==> config.mk <==
export PLATFORM = sky130hd
export DESIGN_NAME = fifo_write_arbiter_flat
export DESIGN_NICKNAME = d
export VERILOG_FILES = /design/src/rtl/fifo_write_arbiter_if.sv /design/src/rtl/fifo_write_arbiter.sv /design/src/flat_wrapper.sv
export SDC_FILE = /design/constraint.sdc
export NUM_CORES = 1
export LEC_CHECK = 0
export ABC_AREA = 1
export CAP_MARGIN = 10
export CORE_UTILIZATION = 45
export CTS_BUF_LIST = sky130_fd_sc_hd__clkbuf_16
export DETAILED_ROUTE_END_ITERATION = 8
export PLACE_DENSITY = 0.75
export SYNTH_ARGS = -nofsm -noshare
export SYNTH_HDL_FRONTEND = slang
export SYNTH_SLANG_ARGS = --single-unit
==> constraint.sdc <==
create_clock -name clk -period 3.5 [get_ports clk]
set_clock_uncertainty 0.1 [all_clocks]
set_input_delay 0.35 -clock clk [delete_from_list [all_inputs] [get_ports clk]]
set_output_delay 0.35 -clock clk [all_outputs]
set_load 0.02 [all_outputs]
==> src/rtl/fifo_write_arbiter_if.sv <==
// ---------------------------------------------------------------------------
// fifo_write_arbiter_if
// Bundles the producer handshake and FIFO write-port signals of the
// round-robin FIFO write arbiter. The _i/_o suffixes are named from the
// arbiter's point of view.
//
//   enable_i       1 = arbiter FSM advances, 0 = FSM and counters hold
//   req_i          per-producer request (level, 4-phase handshake)
//   req_data_i     producer k byte at [k*DATA_W +: DATA_W]
//   ack_o          per-producer acknowledge, one-hot or zero
//   fifo_busy_i    1 = FIFO cannot take a write this cycle
//   fifo_data_o    byte presented to the FIFO, latched at grant time
//   fifo_we_o      one-cycle FIFO write strobe
//   grant_id_o     index of the current or last granted producer
//   busy_timeout_o sticky flag: some grant waited BUSY_TIMEOUT busy cycles
//   write_count_o  total number of write strobes issued (wraps)
//
// Modports: master = producers/FIFO side, slave = arbiter.
// ---------------------------------------------------------------------------
interface fifo_write_arbiter_if #(
  parameter int N_REQ  = 4,
  parameter int DATA_W = 8,
  parameter int ID_W   = 2
);
  logic                      enable_i;
  logic [N_REQ-1:0]          req_i;
  logic [N_REQ*DATA_W-1:0]   req_data_i;
  logic [N_REQ-1:0]          ack_o;
  logic                      fifo_busy_i;
  logic [DATA_W-1:0]         fifo_data_o;
  logic                      fifo_we_o;
  logic [ID_W-1:0]           grant_id_o;
  logic                      busy_timeout_o;
  logic [15:0]               write_count_o;

  modport master (
    output enable_i, req_i, req_data_i, fifo_busy_i,
    input  ack_o, fifo_data_o, fifo_we_o, grant_id_o, busy_timeout_o,
           write_count_o
  );

  modport slave (
    input  enable_i, req_i, req_data_i, fifo_busy_i,
    output ack_o, fifo_data_o, fifo_we_o, grant_id_o, busy_timeout_o,
           write_count_o
  );
endinterface

==> src/rtl/fifo_write_arbiter.sv <==
// ---------------------------------------------------------------------------
// fifo_write_arbiter
// Round-robin arbiter sharing one FIFO write port among N_REQ byte
// producers. A producer is granted in IDLE and its byte is latched. The
// arbiter then waits in WAIT until the FIFO is not busy and issues one
// fifo_we pulse together with ack. It then holds ack in RELEASE until the
// producer drops req. It also counts writes and flags long busy waits.
//
// Ports:
//   clk    rising-edge clock
//   rst_n  asynchronous active-low reset
//   bus    fifo_write_arbiter_if.slave (handshake, FIFO port, statistics)
// ---------------------------------------------------------------------------
module fifo_write_arbiter #(
  parameter int N_REQ        = 4,
  parameter int DATA_W       = 8,
  parameter int ID_W         = 2,
  parameter int BUSY_TIMEOUT = 255
) (
  input  logic                  clk,
  input  logic                  rst_n,
  fifo_write_arbiter_if.slave   bus
);

  typedef enum logic [1:0] {
    ST_IDLE    = 2'd0,
    ST_WAIT    = 2'd1,
    ST_RELEASE = 2'd2
  } state_t;

  state_t               state_q, state_d;
  logic [ID_W-1:0]      rr_ptr_q, rr_ptr_d;
  logic [15:0]          timer_q, timer_d;
  logic [N_REQ-1:0]     ack_q, ack_d;
  logic                 fifo_we_q, fifo_we_d;
  logic [DATA_W-1:0]    fifo_data_q, fifo_data_d;
  logic [ID_W-1:0]      grant_id_q, grant_id_d;
  logic                 busy_timeout_q, busy_timeout_d;
  logic [15:0]          write_count_q, write_count_d;

  logic [DATA_W-1:0]    req_byte [N_REQ];
  logic                 pick_valid;
  logic [ID_W-1:0]      pick_idx;

  // (base + off) mod N_REQ, with base < N_REQ and off < N_REQ
  function automatic logic [ID_W-1:0] wrap_idx(input logic [ID_W-1:0] base,
                                               input int unsigned     off);
    int unsigned s;
    s = 32'(base) + off;
    if (s >= N_REQ) s = s - N_REQ;
    return ID_W'(s);
  endfunction

  for (genvar gi = 0; gi < N_REQ; gi++) begin : g_unpack
    assign req_byte[gi] = bus.req_data_i[gi*DATA_W +: DATA_W];
  end

  // The first set request found scanning upward from rr_ptr wins.
  always_comb begin
    pick_valid = 1'b0;
    pick_idx   = '0;
    for (int i = 0; i < N_REQ; i++) begin
      if (!pick_valid && bus.req_i[wrap_idx(rr_ptr_q, i)]) begin
        pick_valid = 1'b1;
        pick_idx   = wrap_idx(rr_ptr_q, i);
      end
    end
  end

  always_comb begin
    state_d        = state_q;
    rr_ptr_d       = rr_ptr_q;
    timer_d        = timer_q;
    ack_d          = ack_q;
    fifo_we_d      = 1'b0;  // strobe self-clears even while enable is low
    fifo_data_d    = fifo_data_q;
    grant_id_d     = grant_id_q;
    busy_timeout_d = busy_timeout_q;
    write_count_d  = write_count_q;

    if (bus.enable_i) begin
      unique case (state_q)
        ST_IDLE: begin
          if (pick_valid) begin
            grant_id_d  = pick_idx;
            fifo_data_d = req_byte[pick_idx];
            timer_d     = '0;
            state_d     = ST_WAIT;
          end
        end
        ST_WAIT: begin
          if (!bus.req_i[grant_id_q]) begin
            // Producer withdrew before the write: no write, pointer unchanged
            state_d = ST_IDLE;
          end else if (!bus.fifo_busy_i) begin
            fifo_we_d     = 1'b1;
            ack_d         = {{(N_REQ-1){1'b0}}, 1'b1} << grant_id_q;
            write_count_d = write_count_q + 16'd1;
            state_d       = ST_RELEASE;
          end else begin
            if (timer_q != 16'hFFFF) timer_d = timer_q + 16'd1;
            if (timer_d >= 16'(BUSY_TIMEOUT)) busy_timeout_d = 1'b1;
          end
        end
        ST_RELEASE: begin
          if (!bus.req_i[grant_id_q]) begin
            ack_d    = '0;
            rr_ptr_d = wrap_idx(grant_id_q, 1);  // winner drops to lowest priority
            state_d  = ST_IDLE;
          end
        end
        default: state_d = ST_IDLE;
      endcase
    end
  end

  always_ff @(posedge clk or negedge rst_n) begin
    if (!rst_n) begin
      state_q        <= ST_IDLE;
      rr_ptr_q       <= '0;
      timer_q        <= '0;
      ack_q          <= '0;
      fifo_we_q      <= 1'b0;
      fifo_data_q    <= '0;
      grant_id_q     <= '0;
      busy_timeout_q <= 1'b0;
      write_count_q  <= '0;
    end else begin
      state_q        <= state_d;
      rr_ptr_q       <= rr_ptr_d;
      timer_q        <= timer_d;
      ack_q          <= ack_d;
      fifo_we_q      <= fifo_we_d;
      fifo_data_q    <= fifo_data_d;
      grant_id_q     <= grant_id_d;
      busy_timeout_q <= busy_timeout_d;
      write_count_q  <= write_count_d;
    end
  end

  assign bus.ack_o          = ack_q;
  assign bus.fifo_we_o      = fifo_we_q;
  assign bus.fifo_data_o    = fifo_data_q;
  assign bus.grant_id_o     = grant_id_q;
  assign bus.busy_timeout_o = busy_timeout_q;
  assign bus.write_count_o  = write_count_q;

endmodule

==> src/flat_wrapper.sv <==
// flat-port wrapper written by rule: the top's interface ports become plain ports
module fifo_write_arbiter_flat 
#(
  parameter int N_REQ        = 4,
  parameter int DATA_W       = 8,
  parameter int ID_W         = 2,
  parameter int BUSY_TIMEOUT = 255
)
  (clk, rst_n, bus_enable_i, bus_req_i, bus_req_data_i, bus_fifo_busy_i, bus_ack_o, bus_fifo_data_o, bus_fifo_we_o, bus_grant_id_o, bus_busy_timeout_o, bus_write_count_o);
  fifo_write_arbiter_if #(.N_REQ(N_REQ), .DATA_W(DATA_W), .ID_W(ID_W)) bus_i ();
  input  logic clk;
  input  logic rst_n;
  input wire logic [$bits(bus_i.enable_i)-1:0] bus_enable_i;
  input wire logic [$bits(bus_i.req_i)-1:0] bus_req_i;
  input wire logic [$bits(bus_i.req_data_i)-1:0] bus_req_data_i;
  input wire logic [$bits(bus_i.fifo_busy_i)-1:0] bus_fifo_busy_i;
  output wire logic [$bits(bus_i.ack_o)-1:0] bus_ack_o;
  output wire logic [$bits(bus_i.fifo_data_o)-1:0] bus_fifo_data_o;
  output wire logic [$bits(bus_i.fifo_we_o)-1:0] bus_fifo_we_o;
  output wire logic [$bits(bus_i.grant_id_o)-1:0] bus_grant_id_o;
  output wire logic [$bits(bus_i.busy_timeout_o)-1:0] bus_busy_timeout_o;
  output wire logic [$bits(bus_i.write_count_o)-1:0] bus_write_count_o;
  assign bus_i.enable_i = bus_enable_i;
  assign bus_i.req_i = bus_req_i;
  assign bus_i.req_data_i = bus_req_data_i;
  assign bus_i.fifo_busy_i = bus_fifo_busy_i;
  assign bus_ack_o = bus_i.ack_o;
  assign bus_fifo_data_o = bus_i.fifo_data_o;
  assign bus_fifo_we_o = bus_i.fifo_we_o;
  assign bus_grant_id_o = bus_i.grant_id_o;
  assign bus_busy_timeout_o = bus_i.busy_timeout_o;
  assign bus_write_count_o = bus_i.write_count_o;
  fifo_write_arbiter #(.N_REQ(N_REQ), .DATA_W(DATA_W), .ID_W(ID_W), .BUSY_TIMEOUT(BUSY_TIMEOUT)) u_core (.clk(clk), .rst_n(rst_n), .bus(bus_i));
endmodule
==> impl_results.md, run 1 <==
* Largest net degree at the start of global routing at 33
* DRT Wirelength at 7788 um
* Unrepaired setup endpoints after global routing: false
* Met1 Routed Length at 3597 um
* Syn nets at 527
* Post-CTS setup buffers at 0
* Clk_lat worst skew at 0.29 ns
* Hold depth at 2
* Clk root buf: clkbuf_16
* Final GP Congestion at 0.9910
* FF+latch area at 1301 um^2
* Clock buffer depth at 2
* Yosys top cell by area: dfrtp_1
* Crit-path max FO at 12
* Routed via count at 3250
* Register-to-Register Path Depth at 11
* Number of global-route vias before repair at 3112
* Cell Area, Synth at 3392 um^2
* Vias/cell at 4.969
* Final period util at 83.17%
* CP Capture Type: register
* Clock buffer count from CTS at 5
* Synth warn at 0
* Syn Area/Cell at 7.052 um^2
* Fillers at 693
* Max-slew violations at 0
* Pwr Density at 672.1 nW/um^2
* Placed Instances at 645
* Clock transition at path regs at 0.07 ns
* DRT Pass-1 Iters at 6
* Core footprint at 7253 um^2
* CTS Sinks at 52
* Finished Layout Cells at 654
* Setup violators final at 0
* Die Ht at 88.82 um
* Initial Util at 46.77%
* Die area at 7889 um^2
* Hold Startpoint: u_core.bus.busy_timeout_o
* Final hold vios at 0
* Max-cap violations at 0
* Sequential fraction of the synthesis area at 38.36%
* Post_cts resized at 0
* I/O Buffers at 71
* I/O pin total at 72
* VDD IR max at 0.4120 mV
* Leakage power at 2.197 nW
* Fin Setup TNS at 0 ns
* Result of the run: completed
* Rows at 31
* Antenna Nets Post-Route at 0
* WHS Endpoint: u_core.bus.busy_timeout_o
* Setup crit start kind: register
* Post-synth cell types at 30
* TritonCTS clock tree: built
* Initial antenna violation count at 0
* Area contributors post-synth: dfrtp_1, nand2_1, inv_1
* DR WL met3 at 368 um
* Area of the multi-input gates at 1765 um^2
* First-pass GRT wire length at 13960 um
* Die W at 88.82 um
* Critical R2R Capture: u_core.timer_q[15]
* Share of the synthesized area in the top cell type at 38.36%
* Initial DRC count at 139
* Syn Inst Count at 481
* Critical path arrival at 2.93 ns
* Worst slew pin tran at 1.161 ns
* Reg2reg setup slack at 0.59 ns
* Routed WL per cell at 11.91 um
* Total Nets Final at 600
* Area Growth Syn to Fin at 27.66%
* Metal2 WL at 3723 um
* Req. time, crit path at 3.52 ns
* Final min period at 2.911 ns
* Number of synthesized register bits at 52
* H-tree Lvls at 2
* Slew margin rel. at 22.29%
* Total GRT Usage at 22.82%
* Highest Signal Layer: met4
* Worst r2r src: u_core.rr_ptr_q[0]
* Type of the worst min-delay path: reg -> reg
* Fraction of layout cells with a size suffix above 1 at 7.387%
* F_max at 343.5 MHz
* Kind of critical path: reg -> reg
* # diodes at 0
* Post-route DRC at 0
* Grt total ovfl at 0
* Final Core Density at 59.70%
* Detailed Place HPWL at 5926 um
## flip-flops by register name (all words and copies together) (netlist names)
register                   cells
u_core.bus.busy_timeout_o      1
u_core.bus.grant_id_o          2
u_core.bus.write_count_o      16
u_core.bus.ack_o               4
u_core.timer_q                16
u_core.bus.fifo_we_o           1
u_core.rr_ptr_q                2
u_core.state_q                 2
u_core.bus.fifo_data_o         8
## worst max-delay path by stage
stage                             startpoint                           end  slack, ns  depth (start not counted)
detailed placement              bus_req_i[1]            u_core.timer_q[15]       0.46                         12
global placement                bus_req_i[3]            u_core.timer_q[15]       0.61                         12
global route              u_core.rr_ptr_q[0]            u_core.timer_q[15]       0.33                         11
finish                    u_core.rr_ptr_q[0]            u_core.timer_q[15]       0.59                         11
floorplan           u_core.bus.grant_id_o[0]  u_core.bus.write_count_o[13]       1.61                         12
CTS                       u_core.rr_ptr_q[0]            u_core.timer_q[15]       0.61                         11
## cells in the final DEF (no fill, tap or decap), types with 2 or more instances in the layout
cell | netlist | layout
nor2_1 | 39 | 39
nand4_1 | 7 | 7
nand2_1 | 156 | 156
nand3_2 | 3 | 3
nand3b_1 | 3 | 3
clkbuf_16 | 0 | 5
dfrtp_1 | 52 | 52
inv_2 | 4 | 4
clkdlybuf4s50_1 | 0 | 70
or2_0 | 2 | 2
o21ai_0 | 21 | 21
nor3_1 | 8 | 8
nand3_1 | 47 | 47
xor2_1 | 17 | 17
ha_1 | 6 | 6
o21ai_2 | 10 | 10
inv_1 | 67 | 68
or2_2 | 3 | 3
xnor2_1 | 7 | 7
buf_4 | 0 | 2
nand2_2 | 4 | 4
nand2_4 | 2 | 2
a21oi_1 | 7 | 7
## area by class of cell
type,count,area share (%)
clock buffers,5,2.889
multi-input cells,350,40.77
well taps,99,2.860
flip-flops and latches,52,30.05
clock inverters,3,0.4045
repair buffers,74,16.87
inverters,71,6.154
## layer usage
layer	GRT usage [%]	up-vias
li1	-	1650
met1	30.36	1488
met2	38.04	100
met3	3.545	12
met4	7.478	0
met5	0	-
## critical path, cell delays in order (launching register included)
cell,delay [ns]
dfrtp_1,0.60
inv_2,0.15
nand2_1,0.13
nand3_1,0.10
nand2_1,0.11
inv_1,0.09
nand2_1,0.07
nor2_1,0.05
nand2_1,0.10
o211ai_2,0.13
nor2_1,0.90
o21ai_0,0.20
## through the flow
stage	instance area, um^2	total power [mW]	worst slack (ns)	hold slack, ns
after floorplan	3392	1.990	1.610	-0.04559
after global placement	4178	2.393	0.6093	0.2390
after detailed placement	4178	2.438	0.4554	0.2371
after CTS	4330	2.928	0.6077	0.3823
after global routing	4330	3.154	0.3347	0.3928
final	4330	2.911	0.5890	0.3731
## cell families (layout without fill, tap and decap cells)
family | after synthesis | in the layout | share of synthesized area (%)
buffers and inverters | 79 | 153 | 9.590
adders and majority gates | 6 | 6 | 2.213
DFF | 52 | 52 | 38.36
xor gates and xnor gates | 24 | 24 | 6.197
and+or+nand+nor | 279 | 279 | 36.22
AOI/OAI and AO/OA | 41 | 41 | 7.414
## power by group
group	switching (mW)	internal [mW]	total (mW)	leakage (nW)
combinational	0.964	0.574	1.54	1.44
sequential	0.150	0.740	0.890	0.682
clock	0.218	0.264	0.482	0.0754
total	1.33	1.58	2.91	2.20
## synth_stat cells
cell and count:
nand3b_1 3, nor2_1 39, a31oi_1 1, nor2_2 1
nand2_4 2, nor3b_2 1, inv_2 4, nand3_1 47
nor3_1 8, nand2_2 4, or2_0 2, inv_1 67
ha_1 6, o211ai_2 1, buf_6 3, nand3_2 3
nor2_4 1, xor2_1 17, buf_2 5, o21ai_2 10
nor3_2 1, xnor2_1 7, dfrtp_1 52, nor4_1 1
a21oi_1 7, nand4_1 7, o21ai_1 1, or2_2 3
nand2_1 156, o21ai_0 21
## repair_timing
action | 4_1_cts | 5_1_grt
hold buffers | 1 | 0
endpoints found under the hold margin | 20 | 0
setup endpoints to repair | 0 | 0
No activity file was read; power rests on OpenSTA's default activity.
==> run 2: changes to the inputs <==
clock period = 2.95 ns   (was 3.5 ns; I/O delays follow)
==> impl_results.md, run 2 (synthesis gave the netlist of run 1 again) <==
* Setup crit start kind: register (unchanged)
* F_max at 406.1 MHz (was 343.5 MHz)
* # diodes at 0 (unchanged)
* Final period util at 83.48% (was 83.17%)
* Area of the multi-input gates at 1768 um^2 (was 1765 um^2)
* Clk_lat worst skew at 0.30 ns (was 0.29 ns)
* Most frequent cell on the critical path: nand2_1 (unchanged)
* DRT Pass-1 Iters at 5 (was 6)
* Most common cell after layout, fill and taps aside: nand2_1 (unchanged)
* Fin Setup TNS at 0 ns (unchanged)
* Number of global-route vias before repair at 3090 (was 3112)
* Routed via count at 3239 (was 3250)
* Fillers at 686 (was 693)
* Clock buffer count from CTS at 5 (unchanged)
* Die W at 88.82 um (unchanged)
* Slew margin rel. at 42.36% (was 22.29%)
* CP max stage delay at 0.58 ns (was 0.90 ns)
* Clock buffer depth at 2 (unchanged)
* Result of the run: completed (unchanged)
* Met1 Routed Length at 3686 um (was 3597 um)
* Setup violators final at 0 (unchanged)
* Crit path launch: u_core.rr_ptr_q[0] (unchanged)
* Routed WL per cell at 11.98 um (was 11.91 um)
* Buffers & Inverters on Critical Path at 1 (was 2)
* Final hold vios at 0 (unchanged)
* Initial DRC count at 126 (was 139)
* Total Nets Final at 604 (was 600)
* Highest Signal Layer: met4 (unchanged)
* I/O pin total at 72 (unchanged)
* Pwr Density at 796.9 nW/um^2 (was 672.1 nW/um^2)
* Critical path's top delay family: simple AND/OR/NAND/NOR gates (unchanged)
* Clk root buf: clkbuf_16 (unchanged)
* FF+latch area at 1301 um^2 (unchanged)
* Initial antenna violation count at 0 (unchanged)
* Antenna Nets Post-Route at 0 (unchanged)
* Crit-path max FO at 12 (unchanged)
* Post-Place Cell Area at 4215 um^2 (was 4178 um^2)
* Place WS at 0.03944 ns (was 0.4554 ns)
* Critical path arrival at 2.51 ns (was 2.93 ns)
* Cell Chain, Critical Path: inv_2, nand2_1, nand2_2, nand2_1, nand2_1, nor2_4, nand2_1, nor2_1, nand2_1, o211ai_2, nor2_2, o21ai_0 (was inv_2, nand2_1, nand3_1, nand2_1, inv_1, nand2_1, nor2_1, nand2_1, o211ai_2, nor2_1, o21ai_0)
* Type of the worst min-delay path: in -> async (was reg -> reg)
* VDD IR max at 0.5018 mV (was 0.4120 mV)
* Post-route cell area at 4364 um^2 (was 4330 um^2)
* Final GP Congestion at 0.9804 (was 0.9910)
* CTS Sinks at 52 (unchanged)
* TritonCTS clock tree: built (unchanged)
* Largest net degree at the start of global routing at 41 (was 33)
* I/O Buffers at 71 (unchanged)
* Fraction of layout cells with a size suffix above 1 at 8.587% (was 7.387%)
* Worst slew pin tran at 0.8646 ns (was 1.161 ns)
* Slowest cell on crit path: nor2_2 (was nor2_1)
* Hold_buf cts at 0 (was 1)
* Unrepaired setup endpoints after global routing: false (unchanged)
* Grt total ovfl at 0 (unchanged)
* Req. time, crit path at 3.00 ns (was 3.52 ns)
* Clock transition at path regs at 0.07 ns (about the same)
* First-pass GRT wire length at 13610 um (was 13960 um)
* Commonest non-fill, non-tap cells in the layout: nand2_1, clkdlybuf4s50_1, inv_1 (unchanged)
* CP Capture Type: register (unchanged)
* Core footprint at 7253 um^2 (unchanged)
* Metal2 WL at 3721 um (was 3723 um)
* Initial Util at 46.77% (unchanged)
* Final setup margin at 0.4873 ns (was 0.5890 ns)
* Kind of critical path: reg -> reg (unchanged)
* Max-slew violations at 0 (unchanged)
* Vias/cell at 4.922 (was 4.969)
* Max-cap violations at 0 (unchanged)
* Area Growth Syn to Fin at 28.66% (was 27.66%)
* Total GRT Usage at 22.18% (was 22.82%)
* Die Ht at 88.82 um (unchanged)
* Worst r2r src: u_core.rr_ptr_q[0] (unchanged)
* Die area at 7889 um^2 (unchanged)
* Leakage power at 2.210 nW (was 2.197 nW)
* Worst hold slack at 0.01111 ns (was 0.3731 ns)
* Rows at 31 (unchanged)
* Post-route DRC at 0 (unchanged)
* Tot Pwr at 3.478 mW (was 2.911 mW)
* DR WL met3 at 382 um (was 368 um)
* Final min period at 2.463 ns (was 2.911 ns)
* Post-CTS setup buffers at 0 (unchanged)
* Detailed Place HPWL at 6023 um (was 5926 um)
* H-tree Lvls at 2 (unchanged)
* DRT Wirelength at 7882 um (was 7788 um)
[run 2: metrics by stage]
step                      utilization [%]  instances
after floorplan                         -        481
after global placement              58.12        650
after detailed placement            58.12        650
after CTS                           60.13        658
after global routing                60.17        658
final                               60.17        658
[run 2: final timing paths]
| path | depth (start not counted) | to | slack (ns) |
|---|---|---|---|
| min | 1 | u_core.rr_ptr_q[1] | 0.01 |
| max reg2reg | 12 | u_core.timer_q[15] | 0.49 |
| max | 12 | u_core.timer_q[15] | 0.49 |
| min reg2reg | 2 | u_core.bus.busy_timeout_o | 0.37 |
| max in group asynchronous | 2 | u_core.bus.write_count_o[11] | 2.10 |
| min in group clk | 2 | u_core.bus.busy_timeout_o | 0.37 |
[run 2: cell type report]
class | count | share of cell area [%]
inverter | 71 | 6.107
tap | 99 | 2.838
sequential | 52 | 29.82
clock buffer | 5 | 2.867
clock inverter | 3 | 0.4874
multi-input combinational | 350 | 40.51
timing repair buffer | 78 | 17.37
[run 2: what timing repair did]
item / CTS / global route
resized for setup: 0 / 1
endpoints found under the hold margin: 0 / 0
endpoints found under the setup margin: 0 / 1
[run 2: metal layers]
metal / vias to the layer above / track usage (%)
li1: 1661 / -
met1: 1496 / 28.66
met2: 74 / 37.55
met3: 8 / 5.224
met4: 0 / 5.425
met5: - / 0
[run 2: power breakdown]
part,internal (mW),switching (mW),total (mW)
Clock,0.316,0.271,0.587
Sequential,0.878,0.176,1.05
Combinational,0.689,1.15,1.84
==> run 3: changes to the inputs <==
PLACE_DENSITY = 0.78   (was 0.75)
clock period = 2.1 ns   (was 2.95 ns; I/O delays follow)
==> impl_results.md, run 3 (synthesis gave the netlist of run 1 again) <==
* Result of the run: completed (unchanged)
* Initial DRC count at 212 (was 126)
* Die area at 7889 um^2 (unchanged)
* DRT Wirelength at 8643 um (was 7882 um)
* Unrepaired setup endpoints after global routing: true (was false)
* Crit-path max FO at 10 (was 12)
* Number of global-route vias before repair at 3125 (was 3090)
* Register-to-Register Path Depth at 10 (was 12)
* Area Growth Syn to Fin at 37.92% (was 28.66%)
* Final Core Density at 64.50% (was 60.17%)
* Final min period at 2.042 ns (was 2.463 ns)
* Initial Util at 46.77% (unchanged)
* Max-slew violations at 0 (unchanged)
* # diodes at 0 (unchanged)
* I/O pin total at 72 (unchanged)
* Commonest non-fill, non-tap cells in the layout: nand2_1, clkdlybuf4s50_1, inv_1 (unchanged)
* Fraction of layout cells with a size suffix above 1 at 15.50% (was 8.587%)
* Place WS at -0.09150 ns (was 0.03944 ns)
* Die Ht at 88.82 um (unchanged)
* F_max at 489.6 MHz (was 406.1 MHz)
* Type of the worst min-delay path: in -> async (unchanged)
* TritonCTS clock tree: built (unchanged)
* Clk root buf: clkbuf_16 (unchanged)
* Final period util at 97.26% (was 83.48%)
* Grt total ovfl at 0 (unchanged)
* Finished Layout Cells at 686 (was 658)
* Worst slew pin tran at 0.5367 ns (was 0.8646 ns)
* Largest net degree at the start of global routing at 32 (was 41)
* Req. time, crit path at 2.17 ns (was 3.00 ns)
* CTS Sinks at 52 (unchanged)
* Routed via count at 3435 (was 3239)
* Die W at 88.82 um (unchanged)
* Routed WL per cell at 12.60 um (was 11.98 um)
* I/O Buffers at 71 (unchanged)
* Critical path arrival at 2.11 ns (was 2.51 ns)
* Antenna Nets Post-Route at 0 (unchanged)
* Vias/cell at 5.007 (was 4.922)
* Max-cap violations at 0 (unchanged)
* Setup crit start kind: register (unchanged)
* Total GRT Usage at 22.94% (was 22.18%)
* First-pass GRT wire length at 14100 um (was 13610 um)
* Final hold vios at 0 (unchanged)
* Leakage power at 2.372 nW (was 2.210 nW)
* Clock buffer count from CTS at 5 (unchanged)
* VDD IR max at 0.8073 mV (was 0.5018 mV)
* Rows at 31 (unchanged)
* Post-route cell area at 4678 um^2 (was 4364 um^2)
* Total Nets Final at 632 (was 604)
* H-tree Lvls at 2 (unchanged)
* Setup violators final at 0 (unchanged)
* Reg2reg setup slack at 0.06 ns (was 0.49 ns)
* Initial antenna violation count at 0 (unchanged)
* DRT Pass-1 Iters at 5 (unchanged)
* Post-Place Cell Area at 4400 um^2 (was 4215 um^2)
* Pwr Density at 1191 nW/um^2 (was 796.9 nW/um^2)
* Kind of critical path: reg -> reg (unchanged)
* Fin Setup TNS at 0 ns (unchanged)
* Post-route DRC at 0 (unchanged)
* Clock buffer depth at 2 (unchanged)
* Worst r2r src: u_core.rr_ptr_q[0] (unchanged)
* Final setup margin at 0.05756 ns (was 0.4873 ns)
* Most common cell after layout, fill and taps aside: nand2_1 (unchanged)
* Detailed Place HPWL at 6442 um (was 6023 um)
* Core footprint at 7253 um^2 (unchanged)
* Critical R2R Capture: u_core.bus.fifo_data_o[2] (was u_core.timer_q[15])
* Final GP Congestion at 0.8794 (was 0.9804)
* Clock transition at path regs at 0.07 ns (about the same)
* Placed Instances at 673 (was 650)
* CP Capture Type: register (unchanged)
* Fillers at 626 (was 686)
* Clk_lat worst skew at 0.29 ns (was 0.30 ns)
* Slew margin rel. at 64.22% (was 42.36%)
## run 3: changes by cell type in the layout (fill, tap and decap cells not counted), moves of 2 or more
cell and change:
nand2_2 +6, nor2_1 -5, buf_6 +3, nor2_2 +5
buf_4 +22, nand2_1 -6, dfrtp_1 -2, dfrtp_2 +2
o21ai_0 -2
## run 3: worst max-delay path by stage
| stage | startpoint | end | cells past startpoint |
|---|---|---|---|
| after floorplan | u_core.bus.grant_id_o[0] | u_core.bus.write_count_o[13] | 12 |
| after global placement | bus_req_i[3] | u_core.bus.fifo_data_o[3] | 11 |
| after detailed placement | bus_req_i[3] | u_core.bus.fifo_data_o[2] | 11 |
| after CTS | u_core.bus.grant_id_o[0] | u_core.bus.write_count_o[13] | 12 |
| after global routing | u_core.rr_ptr_q[0] | u_core.bus.fifo_data_o[4] | 13 |
| final | u_core.rr_ptr_q[0] | u_core.bus.fifo_data_o[2] | 10 |
## run 3: timing repair
action                                  CTS  global route
hold endpoints to repair                 21             0
endpoints found under the setup margin    5            27
gates resized for setup                   1            23
pin swaps                                 0             5
hold buffers                              1             0
setup buffers                             0             3
cloned                                    0             1
## run 3: final cells by class
type	instances	area, um^2	area share (%)
multi-input cells	351	1829	39.10
flip-flops and latches	52	1304	27.87
repair buffers	105	987.2	21.10
inverters	71	266.5	5.697
clock buffers	5	125.1	2.675
well taps	99	123.9	2.648
clock inverters	3	42.54	0.9093
## run 3: stage by stage
| step | total power, mW | hold slack [ns] |
|---|---|---|
| 2_1_floorplan | 3.316 | -0.1856 |
| 3_3_place_gp | 4.301 | 0.1233 |
| 3_5_place_dp | 4.372 | 0.1222 |
| 4_1_cts | 5.334 | 0.3627 |
| 5_1_grt | 5.957 | 0.4031 |
| 6_report | 5.570 | 0.3543 |
## run 3: per-layer routing
metal  vias up  share of wire [%]  track usage, %
met5         -                  0               0
met4         0                1.2           5.572
met3        10                4.8           3.825
met2        91                 51           40.42
met1      1615                 43           29.33
li1       1719                  -               -
## run 3: where the power goes
| part | internal, mW | total, mW | switching (mW) |
|---|---|---|---|
| Clock | 0.560 | 0.925 | 0.365 |
| Sequential | 1.24 | 1.46 | 0.217 |
| Combinational | 1.33 | 3.19 | 1.86 |
## run 3: worst max-delay path: stages, from the launching register on
cell	delay (ns)
dfrtp_1	0.43
buf_6	0.14
nand2_1	0.07
nand2_2	0.09
o21ai_1	0.26
nand3_2	0.14
nand2_4	0.15
nand2_8	0.08
or2_2	0.30
nand3_2	0.08
nand3_1	0.08
